$ cat config.mk
export PLATFORM = sky130hd
export DESIGN_NAME = bit_serializer
export DESIGN_NICKNAME = d
export VERILOG_FILES = /design/src/rtl/bit_serializer.sv
export SDC_FILE = /design/constraint.sdc
export NUM_CORES = 1
export LEC_CHECK = 0
export BUFFER_PORTS_ARGS = -buffer_cell sky130_fd_sc_hd__buf_2
export CORE_AREA = 2 2 39 41
export CTS_CLUSTER_SIZE = 8
export DETAILED_ROUTE_END_ITERATION = 7
export DIE_AREA = 0 0 41 43
export PLACE_DENSITY = 0.67
export SLEW_MARGIN = 5
export SYNTH_ARGS = -nofsm -noshare
export SYNTH_HDL_FRONTEND = slang
export SYNTH_SLANG_ARGS = --single-unit
$ cat constraint.sdc
create_clock -name i_clk -period 1.7 [get_ports i_clk]
set_clock_uncertainty 0.15 [all_clocks]
set_input_delay 0.17 -clock i_clk [delete_from_list [all_inputs] [get_ports i_clk]]
set_output_delay 0.17 -clock i_clk [all_outputs]
set_load 0.05 [all_outputs]
$ cat src/rtl/bit_serializer.sv
// bit_serializer: parallel-to-serial feeder for the sequence detector, one bit per clock.
//
// Accepts a WIDTH-bit word over a valid/ready handshake and shifts it out on
// o_ser_out, optionally followed by GAP idle cycles before the next word.
//
// Parameters
//   WIDTH      bits per word (2..32)
//   MSB_FIRST  1: bit WIDTH-1 leaves first; 0: bit 0 leaves first
//   GAP        idle cycles inserted after each word (0..255)
//
// Ports
//   i_clk         rising-edge clock
//   i_reset       synchronous, active-low reset
//   i_load_data   parallel word to serialise
//   i_load_valid  i_load_data is valid
//   o_load_ready  a word can be accepted this cycle
//   o_ser_out     serial data bit (0 whenever o_ser_valid is 0)
//   o_ser_valid   o_ser_out carries a real data bit
//   o_ser_last    high during the last bit of a word
//   o_busy        high while shifting or in the inter-word gap
module bit_serializer #(
   parameter int WIDTH     = 8,
   parameter bit MSB_FIRST = 1'b1,
   parameter int GAP       = 0
) (
   input  logic             i_clk,
   input  logic             i_reset,
   input  logic [WIDTH-1:0] i_load_data,
   input  logic             i_load_valid,
   output logic             o_load_ready,
   output logic             o_ser_out,
   output logic             o_ser_valid,
   output logic             o_ser_last,
   output logic             o_busy
);
   localparam int            CW       = $clog2(WIDTH);
   localparam logic [CW-1:0] LAST_IDX = CW'(WIDTH - 1);
   localparam bit            HAS_GAP  = (GAP > 0);
   localparam logic [7:0]    GAP_LOAD = 8'(GAP > 0 ? GAP - 1 : 0);

   typedef enum logic [1:0] {S_IDLE, S_SHIFT, S_GAP} state_t;

   state_t           r_state, w_state_nx;
   logic [WIDTH-1:0] r_sreg, w_sreg_nx, w_sreg_shift;
   logic [CW-1:0]    r_bit_cnt, w_bit_cnt_nx;
   logic [7:0]       r_gap_cnt, w_gap_cnt_nx;
   logic             w_last, w_accept, w_bit;

   assign w_sreg_shift = MSB_FIRST ? (r_sreg << 1) : (r_sreg >> 1);
   assign w_bit        = MSB_FIRST ? r_sreg[WIDTH-1] : r_sreg[0];
   assign w_last       = (r_state == S_SHIFT) && (r_bit_cnt == LAST_IDX);

   // Ready depends only on registered state, so upstream can hold valid
   // without creating a combinational loop through this block.
   assign o_load_ready = (r_state == S_IDLE) || (w_last && !HAS_GAP);
   assign w_accept     = i_load_valid && o_load_ready;

   assign o_ser_valid  = (r_state == S_SHIFT);
   assign o_ser_last   = w_last;
   assign o_ser_out    = o_ser_valid && w_bit;
   assign o_busy       = (r_state != S_IDLE);

   always_comb begin
      w_state_nx   = r_state;
      w_sreg_nx    = r_sreg;
      w_bit_cnt_nx = r_bit_cnt;
      w_gap_cnt_nx = r_gap_cnt;
      case (r_state)
         S_IDLE: begin
            if (w_accept) begin
               w_state_nx   = S_SHIFT;
               w_sreg_nx    = i_load_data;
               w_bit_cnt_nx = '0;
            end
         end
         S_SHIFT: begin
            w_sreg_nx    = w_sreg_shift;
            w_bit_cnt_nx = r_bit_cnt + 1'b1;
            if (w_last) begin
               w_bit_cnt_nx = '0;
               if (HAS_GAP) begin
                  w_state_nx   = S_GAP;
                  w_gap_cnt_nx = GAP_LOAD;
               end else if (w_accept) begin
                  // back-to-back word: reload without leaving SHIFT, no bubble
                  w_sreg_nx = i_load_data;
               end else begin
                  w_state_nx = S_IDLE;
               end
            end
         end
         S_GAP: begin
            if (r_gap_cnt == 8'd0) w_state_nx = S_IDLE;
            else w_gap_cnt_nx = r_gap_cnt - 8'd1;
         end
         default: w_state_nx = S_IDLE;
      endcase
   end

   always_ff @(posedge i_clk) begin
      if (!i_reset) begin
         r_state   <= S_IDLE;
         r_sreg    <= '0;
         r_bit_cnt <= '0;
         r_gap_cnt <= '0;
      end else begin
         r_state   <= w_state_nx;
         r_sreg    <= w_sreg_nx;
         r_bit_cnt <= w_bit_cnt_nx;
         r_gap_cnt <= w_gap_cnt_nx;
      end
   end
endmodule
==> flow_metrics.tcl <==
set metrics [dict create \
    portBuffers 15 \
    r2r_setup_slack_ps 180 \
    die_h_um 43 \
    cp_top_family "adder cells" \
    cts-root-buf "clkbuf_4" \
    slew_headroom 0.813 \
    syn_inst 58 \
    cts_tree "yes" \
    ant_nets 0 \
    cts_sinks 12 \
    hold_viol 0 \
    grt_usage 0.149 \
    p_leak_uw 0.000306 \
    wl_per_cell_um 10.6 \
    finalSetupTns_ps 0 \
    start_util 0.406 \
    crit_buf_inv 1 \
    die_x_um 41 \
    synth.avg_cell_area_um2 9.69 \
    drc 0 \
    cts_setup_buffers 0 \
    power_density_nw_per_um2 918 \
    yosysWarnings 0 \
    route.vias.total 451 \
    fin_crit_sh 0.950 \
    syn_area_um2 562 \
    layout_setup_ws_ps 84.6 \
    reg2reg_depth 6 \
    hp-start "i_load_data[2]" \
    coreArea_um2 1380 \
    design.die.area_um2 1760 \
    synth_ff_type "dfxtp_1" \
    startpoint_type "flop" \
    slew_violations 0 \
    crit_chain "ha_2 > ha_4 > and2_1 > buf_4" \
    p_clk_frac 0.352 \
    synth.top_cell.area_share 0.428 \
    power_switching_uw 169 \
    crit_fanout 4 \
    drive_gt1_frac 0.347 \
    ioPinCount 16 \
    totalPowerFinal_uw 647 \
    insertion_delay_ps 270 \
    hp-class "in -> reg" \
    setup.worst_path.class "reg -> out" \
    htreeDepth 1 \
    crit_required_ps 1380 \
    min_path_cells 3 \
    p_int_uw 478 \
    setup_violations 0 \
    pre_cts_ws_ps 110 \
    max_stage_delay_ps 330 \
    grt_pass1_wl_um 1680 \
    area_delta_synth_final_pct 25.4 \
    synth_common_cells "dfxtp_1 (12), mux2i_1 (9), a21oi_1 (8), o21ai_0 (8), nor2b_1 (4)" \
    seq_power_share 0.485 \
    critPathArrivalTime_ps 1300 \
    cts_buffers 3 \
    async_reset_ff_frac 0 \
    final_util 0.509 \
    synth_cell_types 18 \
    fin_area_um2 704 \
    post_dp_cell_area_um2 642 \
    fmax_mhz 619 \
    n_antenna_cell 0 \
    min_to "r_sreg[2]" \
    clockBufferDepth 2 \
    dr.pass1.iters 2 \
    ys_top_cells_by_area "dfxtp_1 (43%), mux2i_1 (16%), a21oi_1 (7.1%), o21ai_0 (7.1%), ha_1 (4.5%)" \
    viasPerCell 4.96 \
    ys_seq_elements 12 \
    grt.overflow.total 0 \
    drt_iter0_markers 1 \
    num-fill-cells 133 \
    outcome "finished, final reports clean" \
    cap_violations 0 \
    syn_nets 71 \
    synth_edf_count 0 \
    period_needed_ps 1620 \
    yosysTopAreaCell "dfxtp_1" \
    antenna_found_initial 0 \
    endpoint_kind "output pin" \
    layout.nets 89 \
    wl_um 969 \
    irDropWorstVdd_v 0.000419 \
    dpl.hpwl_um 728 \
    grt_max_degree 15 \
    worst_slew_pin_slew_ps 280 \
    yosysMostFrequentCell "dfxtp_1" \
    swShare 0.261 \
    comb_power_share 0.164 \
    timing.rr.end "r_sreg[4]" \
    ys_seq_area_frac 0.428 \
    grt_pass1_vias 404 \
    clkSlewWorstSetupHoldPaths_ps 70 \
    place_congestion 0.645 \
    rsz0062_at_grt "false" \
    cp_slowest_cell "dfxtp_1" \
    r2r_start "r_bit_cnt[0]" \
    row_count 14 \
]
-- layer usage --
layer | vias up | routed length, µm | global-route usage
met5 | - | 0 | 0
met2 | 14 | 405 | 0.203
met3 | 4 | 62 | 0.0628
met1 | 194 | 470 | 0.171
met4 | 0 | 31 | 0.120
li1 | 239 | - | -
-- cell type report --
class | instances | area (µm²) | area share
multi-input cells | 41 | 305 | 0.433
flip-flops and latches | 12 | 240 | 0.341
repair buffers | 17 | 98.8 | 0.140
clock buffers | 4 | 36.3 | 0.0515
well taps | 16 | 20.0 | 0.0284
inverters | 1 | 3.75 | 0.00533
-- metrics by stage --
step | instances | hold slack [ps]
after global placement | 87 | 307
after floorplan | 58 | 144
final | 91 | 27.8
after CTS | 91 | 26.3
after global routing | 91 | 28.4
after detailed placement | 87 | 316
-- repair_timing --
item / 4_1_cts / 5_1_grt
hold buffers: 0 / 0
resized for setup: 4 / 3
setup endpoints to repair: 2 / 2
-- sequential cells by signal (all words and copies together), names as in the netlist --
register and flops:
r_state 1, r_sreg 8, r_bit_cnt 3
-- worst reg2reg max path, stage by stage, from the launching register on --
cell	delay [ps]
dfxtp_1	330
ha_2	200
ha_4	170
a21boi_2	110
buf_4	180
mux2i_1	190
a21oi_1	90
-- cells by family (layout without fill, tap and decap cells) --
logic type,Yosys count,count (layout),synth area share
compound gates,19,19,0.189
flops,12,12,0.428
simple gates,11,11,0.118
mux,9,9,0.160
buf+inv,5,22,0.0601
fa+ha+maj,2,2,0.0445
-- power groups by stage --
stage               logic, µW  registers, µW  clock network (µW)
global placement          103            320                   0
floorplan                74.4            323                   0
CTS                       106            314                 234
finish                    106            314                 228
global route              117            317                 247
detailed placement        104            320                   0
-- layout by cell type, fill, tap and decap left out, drive strengths merged, types with 2 or more instances in the layout --
cell    synthesis  layout
buf             3      17
dfxtp          12      12
mux2i           9       9
o21ai           8       8
a21oi           8       8
nor2b           4       4
clkbuf          1       4
and2            3       3
ha              2       2
-- worst max-delay path by stage --
stage	endpoint	slack (ps)	startpoint	depth (start not counted)
6_report	o_ser_last	80	r_bit_cnt[0]	4
4_1_cts	o_load_ready	20	r_bit_cnt[0]	5
3_5_place_dp	r_sreg[4]	110	r_bit_cnt[0]	6
2_1_floorplan	r_sreg[7]	60	r_state[0]	4
5_1_grt	o_ser_last	30	r_bit_cnt[0]	4
3_3_place_gp	r_sreg[7]	130	r_bit_cnt[0]	6
Note: power is estimated with default switching activity, not from simulation.
